--- src/rtl/m_uart.sv ---
// m_uart: 8N1/8N2 UART with independent receive and transmit paths.
// RX oversamples at mid-bit; TX holds each bit CLKS_PER_BIT cycles.
module m_uart #(
    parameter int CLKS_PER_BIT = 8,
    parameter int STOP_BITS    = 1
) (
    input  logic       clk,
    input  logic       rst,
    input  logic       uart_rx,
    output logic [7:0] rx_data,
    output logic       rx_done,
    output logic       rx_frame_err,
    output logic       uart_tx,
    input  logic       tx_start,
    input  logic [7:0] tx_data,
    output logic       tx_busy,
    output logic       tx_done
);

    localparam int CW = $clog2(CLKS_PER_BIT);
    localparam logic [CW-1:0] LP_LAST = CW'(CLKS_PER_BIT - 1);
    localparam logic [CW-1:0] LP_PRE  = CW'(CLKS_PER_BIT - 2);
    localparam logic [CW-1:0] LP_HALF = CW'(CLKS_PER_BIT / 2 - 1);
    localparam logic          LP_SLAST = (STOP_BITS == 2);

    typedef enum logic [1:0] {
        S_IDLE,
        S_START,
        S_DATA,
        S_STOP
    } state_t;

    logic          r_sync1;
    logic          r_sync2;
    logic          w_rx;

    state_t        r_rx_st;
    logic [CW-1:0] r_rx_cnt;
    logic [2:0]    r_rx_bit;
    logic          r_rx_stop;
    logic          r_rx_bad;
    logic [7:0]    r_rx_shift;
    logic [7:0]    r_rx_data;
    logic          r_rx_done;
    logic          r_rx_err;

    state_t        r_tx_st;
    logic [CW-1:0] r_tx_cnt;
    logic [2:0]    r_tx_bit;
    logic          r_tx_stop;
    logic [7:0]    r_tx_shift;
    logic          r_tx;
    logic          r_tx_busy;
    logic          r_tx_done;

    assign w_rx         = r_sync2;
    assign rx_data      = r_rx_data;
    assign rx_done      = r_rx_done;
    assign rx_frame_err = r_rx_err;
    assign uart_tx      = r_tx;
    assign tx_busy      = r_tx_busy;
    assign tx_done      = r_tx_done;

    // Two-flop synchronizer for the asynchronous receive line, idle high.
    always_ff @(posedge clk or posedge rst) begin
        if (rst) begin
            r_sync1 <= 1'b1;
            r_sync2 <= 1'b1;
        end else begin
            r_sync1 <= uart_rx;
            r_sync2 <= r_sync1;
        end
    end

    // Receive FSM: confirm start at mid-bit, then sample once per bit.
    always_ff @(posedge clk or posedge rst) begin
        if (rst) begin
            r_rx_st    <= S_IDLE;
            r_rx_cnt   <= '0;
            r_rx_bit   <= '0;
            r_rx_stop  <= 1'b0;
            r_rx_bad   <= 1'b0;
            r_rx_shift <= '0;
            r_rx_data  <= '0;
            r_rx_done  <= 1'b0;
            r_rx_err   <= 1'b0;
        end else begin
            r_rx_done <= 1'b0;
            r_rx_err  <= 1'b0;
            unique case (r_rx_st)
                S_IDLE: begin
                    r_rx_cnt <= '0;
                    if (!w_rx) begin
                        r_rx_st <= S_START;
                    end
                end
                S_START: begin
                    if (r_rx_cnt == LP_HALF) begin
                        r_rx_cnt <= '0;
                        r_rx_bit <= '0;
                        r_rx_st  <= w_rx ? S_IDLE : S_DATA;
                    end else begin
                        r_rx_cnt <= r_rx_cnt + 1'b1;
                    end
                end
                S_DATA: begin
                    if (r_rx_cnt == LP_LAST) begin
                        r_rx_cnt   <= '0;
                        r_rx_shift <= {w_rx, r_rx_shift[7:1]};
                        r_rx_bit   <= r_rx_bit + 1'b1;
                        if (r_rx_bit == 3'd7) begin
                            r_rx_stop <= 1'b0;
                            r_rx_bad  <= 1'b0;
                            r_rx_st   <= S_STOP;
                        end
                    end else begin
                        r_rx_cnt <= r_rx_cnt + 1'b1;
                    end
                end
                S_STOP: begin
                    if (r_rx_cnt == LP_LAST) begin
                        r_rx_cnt <= '0;
                        if (r_rx_stop == LP_SLAST) begin
                            // Back to idle at once so a close next start is caught.
                            r_rx_st <= S_IDLE;
                            if (w_rx && !r_rx_bad) begin
                                r_rx_data <= r_rx_shift;
                                r_rx_done <= 1'b1;
                            end else begin
                                r_rx_err <= 1'b1;
                            end
                        end else begin
                            r_rx_stop <= 1'b1;
                            r_rx_bad  <= !w_rx;
                        end
                    end else begin
                        r_rx_cnt <= r_rx_cnt + 1'b1;
                    end
                end
                default: r_rx_st <= S_IDLE;
            endcase
        end
    end

    // Transmit FSM: shifts the captured byte out LSB first, can chain frames.
    always_ff @(posedge clk or posedge rst) begin
        if (rst) begin
            r_tx_st    <= S_IDLE;
            r_tx_cnt   <= '0;
            r_tx_bit   <= '0;
            r_tx_stop  <= 1'b0;
            r_tx_shift <= '0;
            r_tx       <= 1'b1;
            r_tx_busy  <= 1'b0;
            r_tx_done  <= 1'b0;
        end else begin
            r_tx_done <= 1'b0;
            unique case (r_tx_st)
                S_IDLE: begin
                    r_tx      <= 1'b1;
                    r_tx_busy <= 1'b0;
                    r_tx_cnt  <= '0;
                    if (tx_start) begin
                        r_tx_shift <= tx_data;
                        r_tx_busy  <= 1'b1;
                        r_tx       <= 1'b0;
                        r_tx_st    <= S_START;
                    end
                end
                S_START: begin
                    if (r_tx_cnt == LP_LAST) begin
                        r_tx_cnt   <= '0;
                        r_tx_bit   <= '0;
                        r_tx       <= r_tx_shift[0];
                        r_tx_shift <= {1'b0, r_tx_shift[7:1]};
                        r_tx_st    <= S_DATA;
                    end else begin
                        r_tx_cnt <= r_tx_cnt + 1'b1;
                    end
                end
                S_DATA: begin
                    if (r_tx_cnt == LP_LAST) begin
                        r_tx_cnt <= '0;
                        r_tx_bit <= r_tx_bit + 1'b1;
                        if (r_tx_bit == 3'd7) begin
                            r_tx      <= 1'b1;
                            r_tx_stop <= 1'b0;
                            r_tx_st   <= S_STOP;
                        end else begin
                            r_tx       <= r_tx_shift[0];
                            r_tx_shift <= {1'b0, r_tx_shift[7:1]};
                        end
                    end else begin
                        r_tx_cnt <= r_tx_cnt + 1'b1;
                    end
                end
                S_STOP: begin
                    if (r_tx_stop == LP_SLAST && r_tx_cnt == LP_PRE) begin
                        r_tx_done <= 1'b1;
                    end
                    if (r_tx_cnt == LP_LAST) begin
                        r_tx_cnt <= '0;
                        if (r_tx_stop == LP_SLAST) begin
                            // A start in the done cycle chains with no idle gap.
                            if (tx_start) begin
                                r_tx_shift <= tx_data;
                                r_tx       <= 1'b0;
                                r_tx_st    <= S_START;
                            end else begin
                                r_tx_busy <= 1'b0;
                                r_tx_st   <= S_IDLE;
                            end
                        end else begin
                            r_tx_stop <= 1'b1;
                        end
                    end else begin
                        r_tx_cnt <= r_tx_cnt + 1'b1;
                    end
                end
                default: r_tx_st <= S_IDLE;
            endcase
        end
    end

endmodule

--- config.mk ---
export PLATFORM = sky130hd
export DESIGN_NAME = m_uart
export DESIGN_NICKNAME = d
export VERILOG_FILES = /design/src/rtl/m_uart.sv
export SDC_FILE = /design/constraint.sdc
export NUM_CORES = 1
export LEC_CHECK = 0
export CAP_MARGIN = 30
export CORE_MARGIN = 3
export CORE_UTILIZATION = 40
export DETAILED_ROUTE_END_ITERATION = 6
export PLACE_DENSITY = 0.56
export SETUP_SLACK_MARGIN = 0.15
export SYNTH_ARGS = -nofsm -noshare
export SYNTH_HDL_FRONTEND = slang
export SYNTH_SLANG_ARGS = --single-unit
--- constraint.sdc ---
create_clock -name clk -period 4 [get_ports clk]
set_clock_uncertainty 0.2 [all_clocks]
set_input_delay 0.8 -clock clk [delete_from_list [all_inputs] [get_ports clk]]
set_output_delay 0.8 -clock clk [all_outputs]
set_load 0.01 [all_outputs]
=== Word-level counts from Yosys, hierarchy flattened ===
Cells that the tools add are included.

* Logic and storage cells: 148
* Input port bits: 12
* Flip-flop bits (word level): 50
* Output and inout bits: 13

* Mux-type cells: 70
* Reductions and logical operators: 25
* Bitwise gates (word level): 2
* $add $sub $neg: 4
* Equal/unequal tests: 28

{| class="wikitable"
|+ Operator list
! cell !! number
|-
| 8-bit 2-to-1 mux || 6
|-
| 1-bit 2-to-1 mux || 32
|-
| 2-bit != test (second input constant) || 16
|-
| 8-bit one-hot mux with 4 select lines || 1
|-
| 2-bit 2-to-1 mux || 13
|-
| 3-bit 2-to-1 mux || 7
|-
| 3-bit one-hot mux with 2 select lines || 3
|-
| 2-bit one-hot mux with 4 select lines || 2
|-
| 4-bit AND reduction || 4
|-
| 3-bit equality test (second input constant) || 5
|-
| 5-bit AND reduction || 3
|-
| 3-bit by 1-bit adder with 3-bit output (second input constant) || 4
|-
| 6-bit AND reduction || 2
|-
| 2-bit nonzero test || 5
|-
| 3-bit one-hot mux with 3 select lines || 1
|-
| 2-bit equality test (second input constant) || 4
|-
| 1-bit one-hot mux with 2 select lines || 4
|-
| 3-bit AND reduction || 2
|-
| 2-bit by 1-bit equality test with 1-bit output (second input constant) || 2
|-
| 2-bit logical NOT || 2
|-
| 1-bit one-hot mux with 4 select lines || 1
|-
| 3-bit by 2-bit equality test with 1-bit output (second input constant) || 1
|-
| 3-bit OR reduction || 1
|-
| 1-bit logical AND || 2
|-
| other kinds (4) || 6
|}

=== Longest topological paths before layout ===
Gate-level depths: netlist (run 1).

* Depth after elaboration: 6
* Depth in mapped cells: 8
* Mapped depth without buffers: 6

=== Worst setup path before layout (run 1) ===
OpenSTA, ideal clock, no wires.

* Path kind: reg2reg
* From: register r_tx_st[0]
* To: register r_tx_st[0]
* Required time: 3.662 ns
* Stages on the path, launching flop included: 8
* Clock period less this slack: 1.953 ns
* Slack: 2.047 ns
* Buffers on the path: 1
* Library setup time: 0.138 ns
* Arrival: 1.615 ns
* Path through: dfrtp_1 inv_1 ha_1 buf_6 nor3_4 o221ai_2 a2111oi_1 a211oi_1

* Word-level cells in the longest chain between the ends: 3
* Elaborated cells on any way between the ends: 12
* Those cells by class: eq/ne: 9; mux: 1; reduce/logical: 2

{| class="wikitable"
|+ Ends and longest elaborated chain
! element !! RTL line !! RTL
|-
| start, declared || 47 || <nowiki>state_t r_tx_st;</nowiki>
|-
| start signal, assigned || 148 || <nowiki>r_tx_st <= S_IDLE;</nowiki>
|-
| start signal, assigned || 167 || <nowiki>r_tx_st <= S_START;</nowiki>
|-
| start signal, assigned || 176 || <nowiki>r_tx_st <= S_DATA;</nowiki>
|-
| 2-bit equality test (tied with other cells) || 158 || <nowiki>unique case (r_tx_st)</nowiki>
|-
| 2-bit != test (no source line) || n/a ||
|-
| 6-bit AND reduction (no source line) || n/a ||
|}

Several ways; a longest one is shown, not always the timed one.
A chain may end at the register's enable or synchronous reset.

=== Worst setup path in the final report (run 1) ===
* From: register r_tx, in the netlist uart_tx
* To: output uart_tx

{| class="wikitable"
|+ RTL lines
! element !! RTL line !! RTL
|-
| start, declared || 52 || <nowiki>logic r_tx;</nowiki>
|-
| start signal, assigned || 174 || <nowiki>r_tx <= r_tx_shift[0];</nowiki>
|-
| start signal, assigned || 190 || <nowiki>r_tx <= r_tx_shift[0];</nowiki>
|-
| end, declared || 13 || <nowiki>output logic uart_tx,</nowiki>
|}

No word-level cell between the ends.

==> tab_implementation.tex, run 1 <==
\begin{tabular}{lr}
\hline
Metric & Value \\
\hline
\multicolumn{2}{l}{\textbf{Global routing}} \\
Via count of the first global-routing pass & 1461 \\
Total GRT Usage & a little over an eighth \\
Maximum number of pins on one net before global-route repair & 26 \\
Number of antenna violations at the first check in global routing & 0 \\
Global-route wire length before repair & 6693 um \\
Final global-route overflow total & 0 \\
\multicolumn{2}{l}{\textbf{Timing}} \\
Relative slew margins & 61.51\% \\
Number of hold-slack violations in the final timing report & 0 \\
Final setup slack of the worst path & 1.639 ns \\
Ratio of final minimum period to clock period & 59.03\% \\
Count of final max-slew check failures & 0 \\
Tightest Pin Transition & just under 0.6 ns \\
Setup Viol. Count Final & 0 \\
Minimum period implied by the final worst setup slack & roughly 2.4 ns \\
Setup repair after global routing missed its margin & false \\
Setup tns final & 0 ns \\
Max Clock Freq & 423.5 MHz \\
\multicolumn{2}{l}{\textbf{Setup path}} \\
Family of cells with the greatest summed delay on the critical path & flip-flops \\
CP Max Fanout & 2 \\
First element of the critical path & uart\_tx \\
CP required & approximately 3.0 ns \\
Worst R2R End & r\_tx\_st[0] \\
CP startpoint kind & register \\
Data arrival at the endpoint of the critical path & about 1.4 ns \\
Number of cells on the critical path & 1 \\
Buf/Inv on CP & 1 \\
Slack of the worst reg-to-reg path & roughly 1.8 ns \\
Beginning of the worst register-to-register path & r\_tx\_st[0] \\
Max stage delay on crit path & 0.54 ns \\
Category of the worst setup path capture point & output pin \\
Series of cell instances along the critical path & clkdlybuf4s50\_1 \\
R2R cell count & 6 \\
End point of the critical path & uart\_tx \\
CP Class & reg -> out \\
Library cell contributing the largest single delay on the critical path & sky130\_fd\_sc\_hd\_\_dfstp\_2 \\
\multicolumn{2}{l}{\textbf{Placement}} \\
Placed instance count & 274 \\
Setup slack after placement & about 1.6 ns \\
Port-buffer cells & 24 \\
GP Congestion & 0.8071 \\
Half-perimeter wire length after placement & 2870 um \\
\multicolumn{2}{l}{\textbf{CTS}} \\
Post CTS Setup Buffer Count & 0 \\
Largest buffer count on any clock path & 2 \\
Clock network latency to the later pin of the worst-skew pair & 0.30 ns \\
Htree depth & 2 \\
TritonCTS clock tree & done \\
CTS-repair resized insts & 0 \\
Num CTS Buffers & 5 \\
Root buffer cell & sky130\_fd\_sc\_hd\_\_clkbuf\_8 \\
Clock slew at the register clock pins of the worst setup and hold paths & roughly 0.090 ns \\
Hold bufs inserted after CTS & 0 \\
Clock sinks & 48 \\
\multicolumn{2}{l}{\textbf{Cells and area}} \\
Highest-count cells in the layout ignoring fill and taps & 45 x sky130\_fd\_sc\_hd\_\_dfrtp\_1, 24 x sky130\_fd\_sc\_hd\_\_clkdlybuf4s50\_1, 19 x sky130\_fd\_sc\_hd\_\_mux2\_2 \\
Area growth, synth to finish & 17.95\% \\
Number of filler cells placed in the layout & 466 \\
Fin nets & 241 \\
Post-Layout Cell Count & 282 \\
Diodes inserted & 0 \\
Share of post-route cells with drive strength above 1 & 18.87\% \\
Leading cell type in the layout, fill and taps excluded & sky130\_fd\_sc\_hd\_\_dfrtp\_1 \\
\multicolumn{2}{l}{\textbf{Synth}} \\
Predominant post-synthesis flop cell & sky130\_fd\_sc\_hd\_\_dfrtp\_1 \\
Share of the yosys chip area belonging to registers & 53.18\% \\
FFs w/ async S/R, synth & 100.0\% \\
Number of warnings printed during yosys synthesis & 0 \\
Post-synthesis net count & 216 \\
Number of distinct library cell variants in the gate-level netlist after synthesis & 36 \\
Number of instances in the synthesized netlist & 186 \\
Post-Synthesis Cell Area & 2266 sq um \\
Syn Area/Cell & 12.18 sq um \\
Post-synthesis sequential element count & 48 \\
Number of flops mapped to enable cells by yosys & 0 \\
\multicolumn{2}{l}{\textbf{Floorplan}} \\
Initial core utilization & 42.73\% \\
Die outline width & 81.27 um \\
Number of standard-cell rows in the floorplan & 26 \\
Floorplan die area & 6604 sq um \\
Floorplan Core Area & 5303 sq um \\
Vert. Die Dim & around 81 um \\
Top Ports & 25 \\
\multicolumn{2}{l}{\textbf{Pwr}} \\
Logic pwr share & 13.5\% \\
PD cells & 383.3 nW/um\^{}2 \\
Proportion of power drawn by the clock network & between 20 and 30\% \\
Total power & 0.001024 W \\
Fraction of power spent switching nets & 27.96\% \\
Seq pwr share & 56.9\% \\
Leakage power total & 1.286 nW \\
Peak VDD IR & approximately 0.16 mV \\
Power dissipated by switching net loads & 0.0002864 W \\
Int Pwr & 0.0007379 W \\
\multicolumn{2}{l}{\textbf{Worst hold path}} \\
Worst Hold Class & reg -> reg \\
\multicolumn{2}{l}{\textbf{Flow run}} \\
Number of maximum-capacitance constraint violations & 0 \\
\multicolumn{2}{l}{\textbf{Detailed routing}} \\
DRC violation count after routing & 0 \\
Via-per-instance ratio & 5.078 \\
Iteration-0 DRC count of the detailed router & 68 \\
Sum of routed wire length over all layers & 3877 um \\
Via count & roughly 1.4k \\
Post-route ant nets & 0 \\
Detailed-router iteration count before antenna repair & 4 \\
Detailed-route wire length per cell & 13.75 um \\
\multicolumn{2}{l}{\textbf{Run status}} \\
Outcome & finished, final reports clean \\
\hline
\end{tabular}
-- cell type report --
class | instances | area [sq um] | area share, %
clock buffer | 6 | 82.58 | 3.090
clock inverter | 2 | 15.01 | 0.5618
inverter | 11 | 41.29 | 1.545
multi-input combinational | 120 | 980.9 | 36.70
sequential | 48 | 1205 | 45.08
tap | 70 | 87.58 | 3.277
timing repair buffer | 25 | 260.3 | 9.738
-- stage by stage --
step / utilization (%) / cell area (sq um) / hold slack, ns
global route: 50.40 / 2673 / 0.1639
CTS: 50.40 / 2673 / 0.1626
global placement: 48.18 / 2555 / 0.1504
finish: 50.40 / 2673 / 0.1610
floorplan: - / 2266 / 0.1452
detailed placement: 48.56 / 2575 / 0.1479
-- worst min path at each step --
stage             from      end  slack, ns  depth (start not counted)
3_3_place_gp   r_sync1  r_sync2       0.15                          0
5_1_grt        r_sync1  r_sync2       0.16                          0
4_1_cts        r_sync1  r_sync2       0.16                          0
3_5_place_dp   r_sync1  r_sync2       0.15                          0
6_report       r_sync1  r_sync2       0.16                          0
2_1_floorplan  r_sync1  r_sync2       0.15                          0
-- flip-flops by register name (all words and copies together), names as in the netlist, named ones only --
signal	flops
r_rx_bad	1
r_sync2	1
tx_busy	1
tx_done	1
r_rx_st	1
r_tx_shift	8
r_sync1	1
r_rx_shift	8
r_tx_bit	3
rx_done	1
r_tx_st	2
r_tx_cnt	3
uart_tx	1
r_rx_cnt	3
rx_frame_err	1
r_rx_bit	3
rx_data	8
-- synth_stat cells (all sizes together) (2+ instances only) --
library cell	n	area [sq um]
dfrtp	45	1126
mux2	19	214.0
ha	18	225.2
nand2	15	56.30
inv	11	41.29
o21ai	9	45.04
a21oi	8	40.04
mux2i	8	80.08
nor2	7	33.78
nor3	7	46.30
buf	5	31.28
a211oi	3	22.52
a22o	3	30.03
dfstp	3	78.83
clkbuf	2	7.510
nand2b	2	12.51
nand3	2	10.01
nor2b	2	12.51
o21a	2	15.01
o221ai	2	30.03
-- metal layers --
metal / global-route usage, % / vias to the layer above / wire length, um
li1: - / 698 / -
met3: 2.993 / 7 / 100
met2: 22.15 / 19 / 1907
met1: 16.56 / 708 / 1807
met4: 5.068 / 0 / 63
met5: 0 / - / 0
-- logic make-up (layout without fill, tap and decap cells) --
logic type               Yosys count  after routing  share of synthesized area [%]
flip-flops                        48             48                          53.18
AND/OR/NAND/NOR                   40             40                          9.443
AO/OA/AOI/OAI                     34             34                          10.55
multiplexers                      27             27                          12.98
adder cells (fa/ha/maj)           18             18                          9.939
buffers and inverters             18             44                          3.534
XOR/XNOR                           1              1                         0.3866
-- power by group through the flow --
stage          Clock, W  Combinational, W  Sequential, W
2_1_floorplan         0          0.000123       0.000562
4_1_cts        0.000317          0.000141       0.000584
3_5_place_dp          0          0.000140       0.000594
3_3_place_gp          0          0.000132       0.000591
6_report       0.000304          0.000138       0.000582
5_1_grt        0.000330          0.000160       0.000593
Power figures use the tool's default switching activity.
==> run 2, diff against run 1 <==
--- a/config.mk
+++ b/config.mk
@@ -9,7 +9,7 @@
 export CORE_MARGIN = 3
 export CORE_UTILIZATION = 40
 export DETAILED_ROUTE_END_ITERATION = 6
-export PLACE_DENSITY = 0.56
+export PLACE_DENSITY = 0.58
 export SETUP_SLACK_MARGIN = 0.15
 export SYNTH_ARGS = -nofsm -noshare
 export SYNTH_HDL_FRONTEND = slang
==> constraint.sdc (replaced) <==
create_clock -name clk -period 1.97 [get_ports clk]
set_clock_uncertainty 0.2 [all_clocks]
set_input_delay 0.394 -clock clk [delete_from_list [all_inputs] [get_ports clk]]
set_output_delay 0.394 -clock clk [all_outputs]
set_load 0.01 [all_outputs]
==> tab_implementation.tex, run 2 (synthesis results as in run 1) <==
\begin{tabular}{lr}
\hline
Metric & Value \\
\hline
\multicolumn{2}{l}{\textbf{Run status}} \\
Outcome & finished, final reports clean \\
\multicolumn{2}{l}{\textbf{Floorplan}} \\
Floorplan Core Area & 5303 sq um (unchanged) \\
Top Ports & 25 (unchanged) \\
Vert. Die Dim & 81.27 um (unchanged) \\
Die outline width & 81.27 um (unchanged) \\
Number of standard-cell rows in the floorplan & 26 (unchanged) \\
Initial core utilization & 42.73\% (unchanged) \\
Floorplan die area & 6604 sq um (unchanged) \\
\multicolumn{2}{l}{\textbf{Detailed routing}} \\
Post-route ant nets & 0 (unchanged) \\
Detailed-route wire length per cell & 14.13 um (+2.8\%) \\
Via-per-instance ratio & 4.943 (-2.7\%) \\
Sum of routed wire length over all layers & 4226 um (+9.0\%) \\
Iteration-0 DRC count of the detailed router & 53 (-22\%) \\
DRC violation count after routing & 0 (unchanged) \\
Via count & 1478 (+3.2\%) \\
Detailed-router iteration count before antenna repair & 4 (unchanged) \\
\multicolumn{2}{l}{\textbf{Timing}} \\
Hold slack & 0.1607 ns (-0.0003080 ns) \\
Setup Viol. Count Final & 0 (unchanged) \\
Setup tns final & 0 ns (unchanged) \\
Ratio of final minimum period to clock period & between 90\% and 100\% \\
Count of final max-slew check failures & 0 (unchanged) \\
Max Clock Freq & 557.8 MHz \\
Tightest Pin Transition & 0.3375 ns (-0.2398 ns) \\
Number of hold-slack violations in the final timing report & 0 (unchanged) \\
Minimum period implied by the final worst setup slack & 1.793 ns \\
Final setup slack of the worst path & 0.1772 ns (-1.461 ns) \\
Setup repair after global routing missed its margin & true \\
Relative slew margins & 77.44\% (+16 points) \\
\multicolumn{2}{l}{\textbf{Global routing}} \\
GRT met3 Usage & 4.324\% (+1.3 points) \\
Met1 demand-to-capacity share in global routing & 18.10\% (+1.5 points) \\
Final global-route overflow total & 0 (unchanged) \\
Global-route wire length before repair & 7120 um (+6.4\%) \\
Via count of the first global-routing pass & 1534 (+5.0\%) \\
Routing layer with the top usage in global route & met2 \\
Number of antenna violations at the first check in global routing & 0 (unchanged) \\
Total GRT Usage & 14.03\% (+0.79 points) \\
Maximum number of pins on one net before global-route repair & 35 (+35\%) \\
Met2 Track Usage GR & 22.88\% (+0.73 points) \\
\multicolumn{2}{l}{\textbf{Pwr}} \\
Peak VDD IR & 0.4923 mV (+200\%) \\
Leakage power total & 1.518 nW (+18\%) \\
PD cells & 768.4 nW/um\^{}2 (+100\%) \\
\multicolumn{2}{l}{\textbf{Cells and area}} \\
Register area & 1207 sq um (+0.21\%) \\
Number of filler cells placed in the layout & 427 (-8.4\%) \\
Cell area after layout & 2972 sq um (+11\%) \\
Area growth, synth to finish & 31.14\% \\
Highest-count cells in the layout ignoring fill and taps & 43 x sky130\_fd\_sc\_hd\_\_dfrtp\_1, 18 x sky130\_fd\_sc\_hd\_\_mux2\_2, 15 x sky130\_fd\_sc\_hd\_\_clkdlybuf4s50\_1 \\
Post-Layout Cell Count & 299 (+6.0\%) \\
Leading cell type in the layout, fill and taps excluded & sky130\_fd\_sc\_hd\_\_dfrtp\_1 \\
Share of post-route cells with drive strength above 1 & 31.00\% (+12 points) \\
Multi-input gate area & 1101 sq um (+12\%) \\
Fin nets & 258 (+7.1\%) \\
Diodes inserted & 0 (unchanged) \\
\multicolumn{2}{l}{\textbf{Setup path}} \\
Worst R2R End & r\_tx\_st[0] \\
Max stage delay on crit path & 0.46 ns (-0.08 ns) \\
CP Class & reg -> reg \\
Data arrival at the endpoint of the critical path & 1.76 ns (+0.40 ns) \\
Category of the worst setup path capture point & register \\
Top cell by count, worst path & sky130\_fd\_sc\_hd\_\_buf\_6 \\
Number of cells on the critical path & 7 (+6) \\
Beginning of the worst register-to-register path & r\_tx\_st[1] \\
Family of cells with the greatest summed delay on the critical path & flip-flops \\
Slack of the worst reg-to-reg path & 0.18 ns (-1.60 ns) \\
Buf/Inv on CP & 2 (+1) \\
CP required & 1.93 ns (-1.07 ns) \\
CP Max Fanout & 4 (+2) \\
First element of the critical path & r\_tx\_st[1] \\
Series of cell instances along the critical path & buf\_6 > ha\_4 > nor3\_4 > buf\_6 > o221ai\_4 > a2111oi\_2 > a211oi\_1 \\
End point of the critical path & r\_tx\_st[0] \\
CP startpoint kind & register \\
Library cell contributing the largest single delay on the critical path & sky130\_fd\_sc\_hd\_\_dfrtp\_2 \\
R2R cell count & 7 (+1) \\
\multicolumn{2}{l}{\textbf{Worst hold path}} \\
Number of stages on the worst hold path & 0 (unchanged) \\
Worst Hold Class & reg -> reg \\
\multicolumn{2}{l}{\textbf{CTS}} \\
Clock slew at the register clock pins of the worst setup and hold paths & 0.09 ns (about the same) \\
Clock sinks & 48 (unchanged) \\
Root buffer cell & sky130\_fd\_sc\_hd\_\_clkbuf\_8 \\
TritonCTS clock tree & done \\
Largest buffer count on any clock path & 2 (unchanged) \\
Hold bufs inserted after CTS & 0 (unchanged) \\
Num CTS Buffers & 5 (unchanged) \\
Clock network latency to the later pin of the worst-skew pair & 0.30 ns (about the same) \\
Htree depth & 2 (unchanged) \\
\multicolumn{2}{l}{\textbf{Placement}} \\
Port-buffer cells & 24 (unchanged) \\
Post-place instance area & 2640 sq um (+2.5\%) \\
Placed instance count & 282 (+2.9\%) \\
GP Congestion & 0.8729 (+8.2\%) \\
Setup slack after placement & -0.005353 ns (-1.611 ns) \\
Half-perimeter wire length after placement & 2939 um (+2.4\%) \\
\multicolumn{2}{l}{\textbf{Flow run}} \\
Number of maximum-capacitance constraint violations & 0 (unchanged) \\
\hline
\end{tabular}
run 2: changes by cell type in the layout (fill, tap and decap cells not counted), moves of 6 or more:
| cell | previous run | this run |
|---|---|---|
| sky130_fd_sc_hd__clkdlybuf4s50_1 | 24 | 15 |
| sky130_fd_sc_hd__buf_4 | 0 | 11 |
| sky130_fd_sc_hd__dlymetal6s2s_1 | 0 | 6 |
| sky130_fd_sc_hd__ha_1 | 18 | 10 |
run 2: metal layers:
metal,vias to the layer above,share of wire [%],wire length [um]
met5,-,0,0
met4,0,0.47,20
met3,2,3.1,129
met2,22,49,2060
met1,716,48,2015
li1,738,-,-
run 2: what timing repair did:
| item | in CTS | in global routing |
|---|---|---|
| setup endpoints to repair | 23 | 35 |
| pin swaps | 2 | 4 |
| resized for setup | 10 | 33 |
| buffers inserted | 5 | 2 |
| gates cloned | 1 | 1 |
run 2: how the worst min path moves through the flow:
stage                  from       to  slack, ns
floorplan           r_sync1  r_sync2       0.15
global placement    r_sync1  r_sync2       0.15
detailed placement  r_sync1  r_sync2       0.15
CTS                 r_sync1  r_sync2       0.16
global route        r_sync1  r_sync2       0.16
finish              r_sync1  r_sync2       0.16
run 2: report_power, final:
| part | internal, W | total, W | switching [W] |
|---|---|---|---|
| Clock | 0.000415 | 0.000741 | 0.000326 |
| Sequential | 0.00106 | 0.00115 | 0.0000876 |
| Combinational | 0.000188 | 0.000391 | 0.000202 |
run 2: metrics by stage:
stage / util [%] / total power, W
CTS: 53.37 / 0.002295
finish: 56.04 / 0.002283
detailed placement: 49.79 / 0.001528
global route: 56.04 / 0.002415
global placement: 49.79 / 0.001514
floorplan: - / 0.001390
run 2: cell type report:
class / count / area share, %
sequential: 48 / 40.63
multi-input combinational: 121 / 37.05
timing repair buffer: 41 / 13.81
tap: 70 / 2.947
clock buffer: 6 / 2.779
inverter: 11 / 1.474
clock inverter: 2 / 1.305
